==> config.mk <==
export PLATFORM = sky130hd
export DESIGN_NAME = param_fifo_rr_sched
export DESIGN_NICKNAME = d
export VERILOG_FILES = /design/src/rtl/param_fifo_rr_sched.sv
export SDC_FILE = /design/constraint.sdc
export NUM_CORES = 1
export LEC_CHECK = 0
export CORE_ASPECT_RATIO = 1.75
export CORE_MARGIN = 2
export CORE_UTILIZATION = 35
export DETAILED_ROUTE_END_ITERATION = 8
export PLACE_DENSITY = 0.65
export SLEW_MARGIN = 5
export SYNTH_ARGS = -nofsm -noshare
export SYNTH_HDL_FRONTEND = slang
export SYNTH_SLANG_ARGS = --single-unit
==> constraint.sdc <==
create_clock -name clk -period 1.82 [get_ports clk]
set_input_delay 0.182 -clock clk [delete_from_list [all_inputs] [get_ports clk]]
set_output_delay 0.182 -clock clk [all_outputs]
set_load 0.02 [all_outputs]
==> src/rtl/param_fifo_rr_sched.sv <==
// param_fifo_rr_sched
// Round-robin read scheduler that drains NUM_CH param_fifo instances into a
// single valid/ready stream. Each word is tagged with its source channel.
// A channel holds the grant for up to MAX_BURST words.
// RD_LATENCY selects the FIFO read latency: 0 = REG_OUT off, 1 = REG_OUT on.
// Optional feature macro PARAM_FIFO_SCHED_STATS_EN adds the accepted-word and
// grant counters on the ports words_total and grants_total.
module param_fifo_rr_sched #(
    parameter int WIDTH_DATA = 8,
    parameter int NUM_CH     = 4,
    parameter int MAX_BURST  = 4,
    parameter int RD_LATENCY = 0,
    localparam int CW = ($clog2(NUM_CH) > 1) ? $clog2(NUM_CH) : 1
) (
    input  logic                         clk,
    input  logic                         rst,
    input  logic [NUM_CH-1:0]            ch_empty,
    output logic [NUM_CH-1:0]            ch_rd_en,
    input  logic [NUM_CH*WIDTH_DATA-1:0] ch_rd_data,
    output logic                         out_valid,
    input  logic                         out_ready,
    output logic [WIDTH_DATA-1:0]        out_data,
    output logic [CW-1:0]                out_ch,
    output logic                         busy
`ifdef PARAM_FIFO_SCHED_STATS_EN
    ,
    output logic [31:0]                  words_total,
    output logic [31:0]                  grants_total
`endif
);

    localparam int BW = ($clog2(MAX_BURST) > 1) ? $clog2(MAX_BURST) : 1;

    typedef enum logic {IDLE, BURST} state_t;

    state_t                state;
    logic [CW-1:0]         grant_ch;
    logic [CW-1:0]         last_grant;
    logic [BW-1:0]         burst_cnt;

    logic                  sel_valid;
    logic [CW-1:0]         sel_ch;

    logic [WIDTH_DATA-1:0] ch_word [NUM_CH];

    logic                  issue;
    logic                  credit_ok;
    logic                  pop;
    logic                  push;
    logic                  inflight;
    logic [CW-1:0]         push_ch;
    logic [WIDTH_DATA-1:0] push_data;
    logic [2:0]            level;

    // Two-entry output buffer of {channel, data}.
    logic [WIDTH_DATA-1:0] buf_data [2];
    logic [CW-1:0]         buf_ch   [2];
    logic                  rd_ptr;
    logic                  wr_ptr;
    logic [1:0]            occ;

    for (genvar i = 0; i < NUM_CH; i++) begin : g_unpack
        assign ch_word[i] = ch_rd_data[i*WIDTH_DATA +: WIDTH_DATA];
    end

    // Pick the first non-empty channel after the previous grant, with wrap-around.
    always_comb begin
        int            idx;
        logic [CW-1:0] cand;
        // NOTE: every variable gets a default before any condition so no latch is inferred.
        sel_valid = 1'b0;
        sel_ch    = '0;
        idx       = 0;
        cand      = '0;
        for (int i = 1; i <= NUM_CH; i++) begin
            idx  = (int'(last_grant) + i) % NUM_CH;
            cand = CW'(idx);
            if (!sel_valid && !ch_empty[cand]) begin
                sel_valid = 1'b1;
                sel_ch    = cand;
            end
        end
    end

    // A read may start only when the buffer has room for it after this cycle's
    // pop and after any read still in the latency pipe has landed.
    assign pop       = out_valid && out_ready;
    assign level     = {1'b0, occ} - {2'b00, pop} + {2'b00, inflight};
    assign credit_ok = (level < 3'd2);
    assign issue     = (state == BURST) && !ch_empty[grant_ch] && credit_ok;

    // One-hot read strobe toward the granted FIFO.
    always_comb begin
        ch_rd_en           = '0;
        ch_rd_en[grant_ch] = issue;
    end

    // Arbitration and burst control FSM.
    always_ff @(posedge clk or posedge rst) begin
        // NOTE: sequential state uses non-blocking assignments so every flop samples pre-edge values.
        if (rst) begin
            state      <= IDLE;
            grant_ch   <= '0;
            last_grant <= CW'(NUM_CH - 1);
            burst_cnt  <= '0;
        end else begin
            case (state)
                IDLE: begin
                    if (sel_valid) begin
                        grant_ch   <= sel_ch;
                        last_grant <= sel_ch;
                        burst_cnt  <= '0;
                        state      <= BURST;
                    end
                end
                BURST: begin
                    if (issue) begin
                        burst_cnt <= burst_cnt + 1'b1;
                    end
                    if ((issue && (burst_cnt == BW'(MAX_BURST - 1))) || ch_empty[grant_ch]) begin
                        state <= IDLE;
                    end
                end
                default: state <= IDLE;
            endcase
        end
    end

    if (RD_LATENCY == 0) begin : g_lat0
        // Combinational FIFO output: the word is valid in the issue cycle.
        assign push      = issue;
        assign push_ch   = grant_ch;
        assign push_data = ch_word[grant_ch];
        assign inflight  = 1'b0;
    end else begin : g_lat1
        logic          pipe_valid;
        logic [CW-1:0] pipe_ch;

        // Remember which channel was read so its registered data is captured next cycle.
        always_ff @(posedge clk or posedge rst) begin
            if (rst) begin
                pipe_valid <= 1'b0;
                pipe_ch    <= '0;
            end else begin
                pipe_valid <= issue;
                pipe_ch    <= grant_ch;
            end
        end

        assign push      = pipe_valid;
        assign push_ch   = pipe_ch;
        assign push_data = ch_word[pipe_ch];
        assign inflight  = pipe_valid;
    end

    // Output buffer: write at wr_ptr, read at rd_ptr, occupancy tracks both.
    always_ff @(posedge clk or posedge rst) begin
        if (rst) begin
            // NOTE: the entries are reset too, so out_data/out_ch read 0 while in reset.
            for (int i = 0; i < 2; i++) begin
                buf_data[i] <= '0;
                buf_ch[i]   <= '0;
            end
            rd_ptr <= 1'b0;
            wr_ptr <= 1'b0;
            occ    <= 2'd0;
        end else begin
            if (push) begin
                buf_data[wr_ptr] <= push_data;
                buf_ch[wr_ptr]   <= push_ch;
                wr_ptr           <= ~wr_ptr;
            end
            if (pop) begin
                rd_ptr <= ~rd_ptr;
            end
            case ({push, pop})
                2'b10:   occ <= occ + 2'd1;
                2'b01:   occ <= occ - 2'd1;
                default: occ <= occ;
            endcase
        end
    end

    assign out_valid = (occ != 2'd0);
    assign out_data  = buf_data[rd_ptr];
    assign out_ch    = buf_ch[rd_ptr];
    assign busy      = (state != IDLE) || inflight || (occ != 2'd0);

`ifdef PARAM_FIFO_SCHED_STATS_EN
    // Accepted-word and grant counters, wrapping modulo 2^32.
    always_ff @(posedge clk or posedge rst) begin
        if (rst) begin
            words_total  <= '0;
            grants_total <= '0;
        end else begin
            words_total  <= words_total + 32'(pop);
            grants_total <= grants_total + 32'((state == IDLE) && sel_valid);
        end
    end
`endif

endmodule

### Yosys cells after proc, flatten, opt, wreduce, memory -nomap -nowiden

Cells that the tools add are included.

| cells by class | value |
|---|---|
| magnitude comparators | 11 |
| bitwise gates (word level) | 7 |
| reductions and logical operators | 21 |
| equality and inequality tests | 5 |
| add/subtract/negate cells | 8 |
| mux-type cells | 42 |

Operators with widths:

| cell | number |
|---|---|
| $mux W8 | 6 |
| $mux W2 | 10 |
| $bmux W8 S2 | 1 |
| $bwmux W16 | 1 |
| $lt A2 B3 Y1 const B | 5 |
| $mux W1 | 12 |
| $bmux W1 S2 | 5 |
| $logic_and A1 B1 Y1 | 9 |
| $add A2 B1 Y2 const B | 4 |
| $demux W8 S1 | 1 |
| $pmux W2 S2 | 2 |
| $logic_not A1 Y1 | 6 |
| $add A2 B2 Y2 const B | 2 |
| $and A4 B4 Y4 | 1 |
| $bwmux W4 | 1 |
| $eq A2 B2 Y1 const B | 2 |
| $ge A2 B2 Y1 const B | 2 |
| $not A1 Y2 | 2 |
| $reduce_and A2 Y1 | 2 |
| $reduce_bool A2 Y1 | 2 |
| $ge A3 B3 Y1 const B | 1 |
| $lt A3 B2 Y1 const B | 1 |
| $not A1 Y1 | 3 |
| $not A2 Y3 | 1 |
| 11 further kinds | 12 |

| word-level totals | value |
|---|---|
| output and inout bits | 16 |
| word-level logic and storage cells | 105 |
| bits of input ports | 39 |
| bits in registers | 31 |

### Longest topological paths before layout

| depth | value |
|---|---|
| word-level depth | 14 |
| depth in mapped cells | 8 |
| mapped depth without buffers | 7 |

### Worst setup path after synthesis

Ideal clock, no wire load.

| timing | value |
|---|---|
| kind | flip-flop to flip-flop |
| start | register grant_ch[0] |
| end | register occ[1] |
| data arrival time | 1783 ps |
| setup time | 79 ps |
| required time | 1741 ps |
| stages on the path, launching flop included | 8 |
| path buffers | 1 |
| slack | -42 ps |
| clock period less this slack | 1862 ps |
| path through | dfrtp_1 -> buf_6 -> mux2_4 -> o22ai_4 -> nand2_1 -> ha_1 -> nor2_1 -> xor2_1 |

| on the way | value |
|---|---|
| cells in the longest elaborated chain, start to end | 7 |
| elaborated cells between the ends (all ways) | 9 |
| classes of those cells | eq/ne (2); mux (3); reduce/logical (4) |

RTL lines:

| item | RTL line | RTL |
|---|---|---|
| start, declared | 37 | `logic [CW-1:0] grant_ch;` |
| start signal, assigned | 110 | `grant_ch <= sel_ch;` |
| $bmux W1 S2 * | 90 | `assign issue = (state == BURST) && !ch_empty[grant_ch] && credit_ok;` |
| $mux W1 (implied by the code) * | 90 |  |
| $logic_not A1 Y1 * | 90 |  |
| $logic_and A1 B1 Y1 * (2 in a row) | 90 |  |
| $eq A2 B1 Y1 or $eq A2 B2 Y1 (tied branches) | 176 | `case ({push, pop})` |
| $pmux W2 S2 or $reduce_bool A2 Y1 (tied branches) | - |  |
| end signal, assigned | 177 | `2'b10: occ <= occ + 2'd1;` |
| end signal, assigned | 178 | `2'b01: occ <= occ - 2'd1;` |
| end, declared | 60 | `logic [1:0] occ;` |

Mark *: on every way between the ends. The rest lies on a longest branch, timed or not. The select of a mux whose other input is x is not followed.
A chain may end at the register's enable or synchronous reset.

### Final worst setup path

| timing | value |
|---|---|
| start | register grant_ch[0] |
| end | register buf_data[14] in the netlist's numbering |

| on the way | value |
|---|---|
| cells in the longest elaborated chain, start to end | 5 |
| elaborated cells between the ends (all ways) | 10 |
| classes of those cells | mux (6); bitwise (1); reduce/logical (3) |

RTL lines:

| item | RTL line | RTL |
|---|---|---|
| $not A2 Y3 (implied by the code) or $bmux W1 S2 (tied branches) | 133, 90 |  |
| $bmux W8 S2 or $mux W1 (tied branches) | 133, 90 |  |
| $mux W8 (implied by the code) or $logic_not A1 Y1 (tied branches) | 133, 90 |  |
| $mux W8 (implied by the code) or $logic_and A1 B1 Y1 (tied branches) | 133, 90 |  |
| $bwmux W16 or $logic_and A1 B1 Y1 (tied branches) | 169, 90 |  |
| end signal, assigned by index | 169 | `buf_data[wr_ptr] <= push_data;` |
| end, declared | 56 | `logic [WIDTH_DATA-1:0] buf_data [2];` |

Several ways; a longest one is shown, not always the timed one. The select of a mux whose other input is x is not followed.

==> out/qor.txt <==
Filler cell count - 447
Final setup TNS - 0 ns
Startpoint Class - flop
Cell variety after synth - 36
DRT Pass-1 Iters - 3
Most frequent cell after synthesis - dfrtp_1
Worst-Margin Slew - 0.394 ns
Syn_area_per_cell - 13.4 um^2
Synthesis-to-finish area growth - 47.7%
Vias - 1374
R2r endpoint - buf_data[14]
Multiplexer share of the synthesized area - 34.9%
Launch point of the worst path - grant_ch[0]
Die Y - 98.9 um
Clock Tree Root - clkbuf_8
Count of final hold-check violations - 0
Reg clk slew, reported paths - 0.07 ns
HP Class - input port to async pin
Max Cap Viol - 0
Final Instance Area - 2660 um^2
Pins Over Slew Limit - 0
GR Overflow Total - 0
I/O Buffers - 54
Number of buffers created by CTS - 5
Gate Count Post-Synth - 134
Worst Reg2Reg Path Length in Cells - 6
XOR/XNOR Fraction of Synth Area - 2.43%
Synth top area share - 40.3%
M1 WL - 1520 um
# IOs - 55
Clk sinks - 31
CP endpoint - buf_data[14]
Minimum clock period - 1.81 ns
DRC - 0
Area share of fa/ha/maj cells after synthesis - 1.39%
Core footprint - 4980 um^2
Status - finished, final reports clean
Die area - 5760 um^2
Total GRT Usage - 17.6%
Final setup violation count - 0
Critical Path AT - 1.98 ns
EDFF count, synth - 0
Share of post-route cells with drive strength above 1 - 38.0%
Largest family of logic cells by synthesized area - multiplexers
Uppermost layer routed - met4
Clk_lat worst skew - 0.29 ns
Fraction of registers with async set/reset - 100%
Seq/Total Area, Yosys - 43.2%
Starting utilization of the core area - 36.2%
Final wirelength - 4540 um
Htree depth - 2
Maximum vdd drop - 0.896 mV
Met2 WL post-DR - 2720 um
Multi-input logic area - 995 um^2
Leak pwr - 1.21 nW
Synth Warn # - 0
Reg area - 779 um^2
Synth Cell Area - 1800 um^2
Top cells by area, synth - dfrtp_1 40%, mux2_2 14%, mux2_4 9.2%
CTS tree - yes
Die X - 58.2 um
Met3 WL - 214 um
Hold_buf cts - 0
Simple-gate share of the synthesized area - 9.03%
Post-Route Skew - 0.00836 ns
Vias in the first global route - 1624
Placed Area - 2500 um^2
Pwr Density - 1760 nW/um^2
Mapped Nets - 175
Seq cells post-synth - 31
Reg2reg setup slack - 0.01 ns
Crit path max fanout - 4
RSZ-0062 raised after global routing - yes
Post-route ant nets - 0
Nets@finish - 248
First-pass GRT wire length - 7610 um
Site row count - 34
Synth Area in Compound Gates - 5.49%
Crit Path Category - flop to flop
Maximum clock frequency - 0.553 GHz
Slew headroom - 73.7%
Max Buffers Root-to-Sink - 2
Synth cell count leaders - 29 x dfrtp_1, 22 x mux2_2, 11 x mux2_4
Synth area leader - dfrtp_1
CP Capture Type - flop
Largest net degree at the start of global routing - 32
Fin Hold WS - 0.281 ns
Detail-routed via count per cell - 5.24
DRT iter0 DRCs - 19
WL/cell - 17.3 um
RR Startpoint - grant_ch[0]
CP Data Required Time - 1.99 ns
Gpl congestion - 0.756
Final period utilization - 99.4%
Antenna violations before repair - 0
Primary FF master, synth - dfrtp_1
Inserted Diodes - 0
Detailed Place HPWL - 3660 um
## per-stage QoR
stage	std cells	setup slack (ns)	power [mW]	utilization, %
floorplan	134	0.00499	3.06	-
global placement	253	-0.224	3.93	50.3
detailed placement	253	-0.304	4.05	50.3
CTS	262	0.00147	4.69	52.7
global route	262	-0.0575	4.98	53.4
finish	262	0.0102	4.68	53.4
## cells in the final DEF (no fill, tap or decap), types with 2 or more instances in the layout
cell type / instances
clkdlybuf4s50_1: 38
dfrtp_1: 28
mux2_2: 21
buf_4: 18
mux2_4: 12
nand2_1: 9
dlygate4sd2_1: 9
clkbuf_8: 6
inv_1: 5
nor2_1: 5
mux4_2: 4
mux4_1: 4
xnor2_1: 3
nor3_1: 3
clkdlybuf4s15_2: 3
dlymetal6s2s_1: 3
nand2b_1: 2
xor2_1: 2
mux2i_1: 2
o22ai_1: 2
a21oi_1: 2
dfstp_2: 2
## final cells by class
type	count	share of cell area, %
clock buffer	6	3.10
clock inverter	2	1.32
inverter	5	0.706
multi-input combinational	91	37.4
sequential	31	29.3
tap	54	2.54
timing repair buffer	73	25.6
## registers in the layout, summed over array words and instances, names as in the netlist
register    count
buf_ch          4
buf_data       16
burst_cnt       2
grant_ch        2
last_grant      2
occ             2
rd_ptr          1
state           1
wr_ptr          1
## how the worst min path moves through the flow
stage	endpoint
after floorplan	buf_ch[0]
final	buf_data[10]
after global routing	buf_data[12]
after global placement	buf_data[7]
after detailed placement	last_grant[1]
after CTS	buf_data[10]
## cell families after synthesis
family	Yosys count
AOI/OAI and AO/OA	12
xor gates and xnor gates	5
adders and majority gates	2
buffers and inverters	12
DFF	31
muxes	43
and+or+nand+nor	29
## what timing repair did
action | 4_1_cts | 5_1_grt
pin swaps | 1 | 4
endpoints found under the hold margin | 0 | 0
setup endpoints to repair | 14 | 17
gates resized for setup | 24 | 12
buffers inserted | 1 | 0
## worst max-delay path, cell delays in order (launching register included)
cell	delay, ns
dfrtp_2	0.44
mux2_4	0.34
o22ai_4	0.22
buf_4	0.15
nand3b_2	0.08
buf_4	0.17
mux2_4	0.29
## power by group
part,internal [mW],switching (mW)
combinational,1.46,1.16
clock,0.443,0.261
sequential,1.07,0.283
total,2.97,1.71
## metal layers
metal,vias to the layer above,global-route usage [%]
li1,639,-
met1,692,17.2
met2,35,33.3
met3,8,4.46
met4,0,7.51
met5,-,0
(Power assumes the default switching activity.)
